--- config.mk ---
export PLATFORM = sky130hd
export DESIGN_NAME = rf_write_buffer
export DESIGN_NICKNAME = d
export VERILOG_FILES = /design/src/rtl/rf_write_buffer.sv
export SDC_FILE = /design/constraint.sdc
export NUM_CORES = 1
export LEC_CHECK = 0
export CAP_MARGIN = 20
export CORE_ASPECT_RATIO = 1.25
export CORE_MARGIN = 5
export CORE_UTILIZATION = 60
export DETAILED_ROUTE_END_ITERATION = 12
export PLACE_DENSITY = 0.84
export SLEW_MARGIN = 20
export SYNTH_ARGS = -nofsm -noshare
export SYNTH_HDL_FRONTEND = slang
export SYNTH_SLANG_ARGS = --single-unit
--- constraint.sdc ---
create_clock -name clk -period 4.3 [get_ports clk]
set_clock_uncertainty 0.05 [all_clocks]
set_input_delay 0.86 -clock clk [delete_from_list [all_inputs] [get_ports clk]]
set_output_delay 0.86 -clock clk [all_outputs]
set_load 0.01 [all_outputs]
--- src/rtl/rf_write_buffer.sv ---
// Register-file write buffer: DEPTH-entry FIFO between producers and the single
// register-file write port, with a youngest-first forwarding lookup of pending writes.
module rf_write_buffer #(
    parameter int SIZE  = 16,
    parameter int ADDR  = 4,
    parameter int DEPTH = 4
) (
    input  logic                     clk,
    input  logic                     reset_n,
    input  logic                     req_valid,
    output logic                     req_ready,
    input  logic [ADDR-1:0]          req_addr,
    input  logic [SIZE-1:0]          req_data,
    input  logic                     stall,
    output logic [ADDR-1:0]          rf_write_addr,
    output logic                     rf_write_en,
    output logic [SIZE-1:0]          rf_data_in,
    output logic [$clog2(DEPTH):0]   count,
    input  logic [ADDR-1:0]          lookup_addr,
    output logic                     lookup_hit,
    output logic [SIZE-1:0]          lookup_data
);

    localparam int PW = $clog2(DEPTH);
    localparam int CW = PW + 1;

    logic [ADDR-1:0] mem_addr [DEPTH];
    logic [SIZE-1:0] mem_data [DEPTH];
    logic [PW-1:0]   wr_ptr;
    logic [PW-1:0]   rd_ptr;
    logic [PW-1:0]   idx;
    logic            push;
    logic            pop;

    assign req_ready = (count != CW'(DEPTH));
    assign push      = req_valid && req_ready;
    assign pop       = (count != '0) && !stall;

    // Storage needs no reset: an entry is only ever read while count covers it.
    always_ff @(posedge clk) begin
        if (push) begin
            mem_addr[wr_ptr] <= req_addr;
            mem_data[wr_ptr] <= req_data;
        end
    end

    always_ff @(posedge clk) begin
        if (!reset_n) begin
            wr_ptr        <= '0;
            rd_ptr        <= '0;
            count         <= '0;
            rf_write_en   <= 1'b0;
            rf_write_addr <= '0;
            rf_data_in    <= '0;
        end else begin
            rf_write_en <= pop;
            if (push) begin
                wr_ptr <= wr_ptr + 1'b1;
            end
            if (pop) begin
                rf_write_addr <= mem_addr[rd_ptr];
                rf_data_in    <= mem_data[rd_ptr];
                rd_ptr        <= rd_ptr + 1'b1;
            end
            if (push && !pop) begin
                count <= count + 1'b1;
            end else if (pop && !push) begin
                count <= count - 1'b1;
            end
        end
    end

    // Scan oldest to youngest so the last match (the most recent write) wins;
    // the output stage is older than anything still in the FIFO.
    always_comb begin
        lookup_hit  = 1'b0;
        lookup_data = '0;
        idx         = '0;
        if (rf_write_en && (rf_write_addr == lookup_addr)) begin
            lookup_hit  = 1'b1;
            lookup_data = rf_data_in;
        end
        for (int unsigned i = 0; i < DEPTH; i++) begin
            idx = rd_ptr + PW'(i);
            if ((CW'(i) < count) && (mem_addr[idx] == lookup_addr)) begin
                lookup_hit  = 1'b1;
                lookup_data = mem_data[idx];
            end
        end
    end

endmodule

==> results of run 1 <==
-- where the power goes --
group          internal [mW]  leakage, nW  switching (mW)
clock                  0.451        0.146           0.366
sequential              1.34        0.981           0.217
combinational           1.05         1.39           0.946
total                   2.84         2.52            1.53
-- critical path, stage by stage --
cell,delay [ns]
clkdlybuf4s50_1,0.48
buf_4,0.19
xnor2_1,0.19
nand2_2,0.12
or4_4,0.58
buf_12,0.20
nor2_1,0.12
o31ai_1,0.07
clkdlybuf4s50_1,0.49
-- timing repair --
item,4_1_cts,5_1_grt
setup endpoints to repair,16,9
hold buffers,0,0
buffers inserted,5,0
pin swaps,4,1
gates resized for setup,15,3
-- registers in the layout, summed over array words and instances (netlist names), named ones only --
name / count
wr_ptr: 2
rf_data_in: 16
rf_write_en: 1
mem_addr: 16
rd_ptr: 2
rf_write_addr: 4
mem_data: 64
count: 3
-- cells in the final DEF, fill, tap and decap left out, drive strengths merged --
cell type / n
clkdlybuf4s50: 57
xnor2: 15
or3: 1
nand2b: 1
a22oi: 16
ha: 9
and2: 9
buf: 33
mux4: 80
nor2: 18
clkbuf: 10
clkinv: 5
a21boi: 21
inv: 6
dfxtp: 30
nor3: 3
or4: 1
o21ai: 2
a21oi: 5
bufinv: 1
or2: 1
o31ai: 16
edfxtp: 80
a221oi: 16
and3: 4
nand2: 48
dlygate4sd2: 12
and4: 1
nor2b: 1
mux2i: 2
nand3: 1
nor4: 4
xor2: 9
-- worst max path at each step --
stage          cells after the start            from         endpoint
5_1_grt                            9  lookup_addr[0]   lookup_data[3]
3_5_place_dp                       8  lookup_addr[2]  lookup_data[13]
3_3_place_gp                       8  lookup_addr[2]   lookup_data[2]
4_1_cts                            9  lookup_addr[0]   lookup_data[3]
2_1_floorplan                      9  lookup_addr[3]  lookup_data[10]
6_report                           9  lookup_addr[0]   lookup_data[3]
-- cells in the mapped netlist (6+ instances only) --
cell	number	area [sq um]
buf_2	8	40.04
o31ai_2	10	125.1
o31ai_1	6	45.04
a221oi_1	16	140.1
a22oi_1	16	120.1
mux4_2	79	1779
nand2_1	48	180.2
a21boi_0	21	157.7
nor2_4	10	112.6
edfxtp_1	80	2402
dfxtp_1	30	600.6
inv_1	6	22.52
nor2_1	8	30.03
xor2_1	9	78.83
and2_1	9	56.30
ha_1	9	112.6
clkbuf_1	21	78.83
xnor2_1	15	131.4
-- cells by family after synthesis --
| logic type | Yosys count | synth area share |
|---|---|---|
| flops | 110 | 0.4570 |
| simple gates | 93 | 0.08073 |
| mux | 82 | 0.2778 |
| compound gates | 76 | 0.09539 |
| buf+inv | 48 | 0.03999 |
| xor+xnor | 24 | 0.03199 |
| fa+ha+maj | 9 | 0.01714 |
-- area by class of cell --
| type | count | area (sq um) | area share |
|---|---|---|---|
| clock buffer | 10 | 229.0 | 0.02929 |
| timing repair buffer | 102 | 998.5 | 0.1277 |
| multi-input combinational | 284 | 3328 | 0.4257 |
| tap | 132 | 165.2 | 0.02113 |
| sequential | 110 | 3012 | 0.3852 |
| inverter | 6 | 22.52 | 0.002881 |
| clock inverter | 6 | 62.56 | 0.008003 |
-- per-layer routing --
layer,vias to the layer above,global-route usage
met2,233,0.4403
met5,-,0
met3,45,0.04137
li1,1923,-
met4,0,0.1104
met1,2287,0.2765
==> results.py, run 1 <==
metrics = {
    "synth": {
        "async_reset_ff_frac": 0,
        "syn_area_per_cell_sq_um": 14.87,
        "syn_area_sq_um": 6571,
        "synth_cell_types": 39,
        "synth-main-ff-cell": "edfxtp_1",
        "postSynthCellCount": 442,
        "synth_enable_flop_cells": 80,
        "ys_ff_latch": 110,
        "seq_area_frac_synth": 0.4570,
        "yosys_warnings": 0,
        "synthesis.nets": 479,
    },
    "worst_setup_path": {
        "reg2reg_from": "count[0]",
        "r2r_end": "count[2]",
        "end_kind": "primary output",
        "cp_max_fo": 16,
        "cp_data_arrival_time_ns": 3.31,
        "worst-r2r-cell-count": 8,
        "crit_type": "input pin to primary output",
        "r2r_setup_slack_ns": 1.95,
        "startpoint_type": "input pin",
        "required_ns": 3.39,
    },
    "sta": {
        "period_share": 0.9819,
        "worst_slack_ns": 0.07789,
        "maxSlewViolCount": 0,
        "hold_viol_final": 0,
        "worst_pin_slew_ns": 1.070,
        "setup_violations": 0,
        "max_freq_mhz": 236.8,
        "period_needed_ns": 4.222,
        "holdWs_ns": 0.4464,
        "fin_setup_tns_ns": 0,
        "maxSlewHeadroom": 0.2842,
    },
    "cells_and_area": {
        "final_core_util": 0.7328,
        "area_growth_pct": 18.96,
        "nets": 550,
        "fin_cells": 650,
        "fill_cells": 652,
        "drive_above_1_share": 0.3089,
        "diodes": 0,
        "stdcell_area_sq_um": 7818,
    },
    "min_path": {
        "hold_end": "rf_data_in[6]",
        "hold_class": "flip-flop to flip-flop",
        "hold_start": "rf_data_in[6]",
        "hold_depth": 2,
    },
    "route": {
        "dr_wl_met2_mm": 8.672,
        "vias_per_cell": 6.905,
        "drt_wl_total_mm": 15.60,
        "ant_nets": 0,
        "routedLengthMet1_mm": 5.248,
        "drtIter0Drc": 330,
        "routed.top_layer": "met4",
        "drtPass1Iterations": 5,
        "vias": 4488,
        "wl_per_cell_microns": 24.00,
        "wl_met3_mm": 1.200,
        "drc_errors": 0,
    },
    "placed_design": {
        "dp.final_hpwl_mm": 9.802,
        "gp_congestion": 0.7981,
        "dp_slack_ns": -0.3240,
        "post_dp_cell_area_sq_um": 7468,
        "io_buffer_count": 69,
        "dp.cells": 629,
    },
    "power": {
        "p_leak_nw": 2.518,
        "ir_drop_mv": 0.2766,
        "total_power_mw": 4.369,
        "p_per_area_nw_per_um2": 558.9,
    },
    "cts": {
        "cts_tree": "built",
        "clk_pin_slew_worst_paths_ns": 0.07,
        "cts_inserted_buffers": 9,
        "cts_buffer_depth": 2,
        "root_buffer": "clkbuf_16",
        "cts_sinks": 110,
        "htreeDepth": 3,
        "clock_latency_ns": 0.34,
    },
    "grt": {
        "grtUsageTotal": 0.2414,
        "grt_overflow_total": 0,
        "grt_max_degree": 41,
        "grt_antenna_before_repair": 0,
        "grt_pass1_vias": 4608,
        "grt_pass1_wl_mm": 24.76,
    },
    "floorplan": {
        "rows": 42,
        "start_util": 0.6160,
        "die_h_microns": 127.0,
        "coreArea_sq_um": 10670,
        "ios": 70,
        "die-area_sq_um": 13160,
        "die_x_microns": 103.6,
    },
    "flow_run": {
        "cap_viol_max_count": 0,
    },
    "run_status": {
        "run_status": "completed",
    },
}
No activity file was read; power rests on OpenSTA's default activity.
==> inputs of run 2 (changes only) <==
SKIP_CTS_REPAIR_TIMING = 1   (was default)
==> results.py, run 2 (synthesized netlist as in run 1, its figures left out) <==
metrics = {
    "run_status": {
        "run_status": "completed",
    },
    "grt": {
        "grt_max_degree": 41,
        "grt_pass1_wl_mm": 24.62,
        "grt_pass1_vias": 4609,
        "grtUsageTotal": 0.2395,
        "grt_overflow_total": 0,
        "grt_antenna_before_repair": 0,
    },
    "power": {
        "switching_power_mw": 1.532,
        "power_frac_comb": 0.460,
        "internal_power_mw": 2.856,
        "p_per_area_nw_per_um2": 558.3,
        "total_power_mw": 4.388,
        "clkPwrFrac": 0.186,
        "p_leak_nw": 2.640,
        "pwr-share-seq": 0.354,
        "p_sw_frac": 0.3491,
        "ir_drop_mv": 0.2774,
    },
    "route": {
        "dr_wl_met2_mm": 8.624,
        "vias_per_cell": 6.891,
        "wl_met3_mm": 1.182,
        "drtIter0Drc": 385,
        "drt_wl_total_mm": 15.51,
        "vias": 4472,
        "routedLengthMet1_mm": 5.241,
        "drc_errors": 0,
        "ant_nets": 0,
        "routed.top_layer": "met4",
        "wl_per_cell_microns": 23.89,
        "drtPass1Iterations": 5,
    },
    "worst_setup_path": {
        "cp.depth": 9,
        "cp_data_arrival_time_ns": 3.36,
        "crit_slowest_cell": "clkdlybuf4s50_1",
        "crit_type": "input pin to primary output",
        "cpPeakStageDelay_ns": 0.60,
        "startpoint_type": "input pin",
        "path_buf_inv": 4,
        "critPathTopFamily": "buffers and inverters",
        "path_cells": "clkdlybuf4s50_1 > buf_4 > xor2_1 > nor4_4 > and2_4 > buf_12 > a221oi_1 > o31ai_2 > clkdlybuf4s50_1",
        "worst-r2r-cell-count": 8,
        "cp_common_cell": "clkdlybuf4s50_1",
        "end_kind": "primary output",
        "required_ns": 3.39,
        "cp_max_fo": 17,
    },
    "placed_design": {
        "gp_congestion": 0.7981,
        "dp.cells": 629,
        "dp_slack_ns": -0.3240,
        "io_buffer_count": 69,
        "dp.final_hpwl_mm": 9.802,
    },
    "sta": {
        "hold_viol_final": 0,
        "period_needed_ns": 4.269,
        "period_share": 0.9928,
        "max_freq_mhz": 234.2,
        "maxSlewHeadroom": 0.3093,
        "holdWs_ns": 0.4503,
        "worst_pin_slew_ns": 1.033,
        "maxSlewViolCount": 0,
        "worst_slack_ns": 0.03079,
        "setup_violations": 0,
        "fin_setup_tns_ns": 0,
    },
    "floorplan": {
        "die-area_sq_um": 13160,
        "rows": 42,
        "start_util": 0.6160,
        "die_x_microns": 103.6,
        "coreArea_sq_um": 10670,
        "ios": 70,
        "die_h_microns": 127.0,
    },
    "cells_and_area": {
        "top_regs": "mem_data (64), mem_addr (16), rf_data_in (16)",
        "fin_cells": 649,
        "top_register": "mem_data",
        "drive_above_1_share": 0.3075,
        "nets": 549,
        "fill_cells": 642,
        "area_growth_pct": 19.59,
        "mostFrequentLayoutCells": "edfxtp_1, mux4_2, clkdlybuf4s50_1",
        "largest_reg_flops": 64,
        "final_common_cell": "edfxtp_1",
        "diodes": 0,
    },
    "cts": {
        "clk_pin_slew_worst_paths_ns": 0.07,
        "cts_tree": "built",
        "cts_sinks": 110,
        "clock_latency_ns": 0.34,
        "cts_inserted_buffers": 9,
        "root_buffer": "clkbuf_16",
        "htreeDepth": 3,
        "cts_buffer_depth": 2,
    },
    "min_path": {
        "hold_class": "flip-flop to flip-flop",
        "hold_depth": 2,
    },
    "flow_run": {
        "cap_viol_max_count": 0,
    },
}
run 2: cell count changes in the layout (fill, tap and decap cells not counted), sizes merged:
cell,delta
dlymetal6s2s,+10
clkdlybuf4s50,+2
buf,-1
dlygate4sd2,-12
run 2: cell type report:
cell class / count / area (sq um) / area share
Clock buffer: 10 / 229.0 / 0.02914
Tap cell: 132 / 165.2 / 0.02102
Inverter: 6 / 22.52 / 0.002866
Timing Repair Buffer: 101 / 1031 / 0.1312
Clock inverter: 6 / 62.56 / 0.007961
Sequential cell: 110 / 3012 / 0.3832
Multi-Input combinational cell: 284 / 3337 / 0.4246
run 2: worst register-to-register path: cells and delay by family, from the launching register on:
kind            cells  cell delay (ns)
buf+inv             3             0.53
fa+ha+maj           2             0.60
simple gates        1             0.35
flops               1             0.45
compound gates      2             0.28
run 2: through the flow:
stage                 util  area (sq um)
floorplan                -          6571
global placement    0.7001          7468
detailed placement  0.7001          7468
CTS                 0.7274          7760
global route        0.7367          7859
finish              0.7367          7859
run 2: power by group through the flow:
stage                     sequential, mW  combinational (mW)  clock [mW]
after floorplan                     1.49                1.45           0
after global routing                1.58                2.15       0.876
after global placement              1.55                1.95           0
after CTS                           1.55                2.01       0.827
final                               1.55                2.02       0.815
after detailed placement            1.57                1.99           0
run 2: layer usage:
layer	up-vias	track usage
met5	-	0
met4	0	0.1127
met3	40	0.04036
met2	234	0.4388
met1	2273	0.2716
li1	1925	-
run 2: worst paths after layout:
check / start / end / slack, ns
max: lookup_addr[3] / lookup_data[10] / 0.03
min: rf_data_in[7] / rf_data_in[7] / 0.45
max reg2reg: count[0] / count[2] / 1.96
min reg2reg: rf_data_in[7] / rf_data_in[7] / 0.45
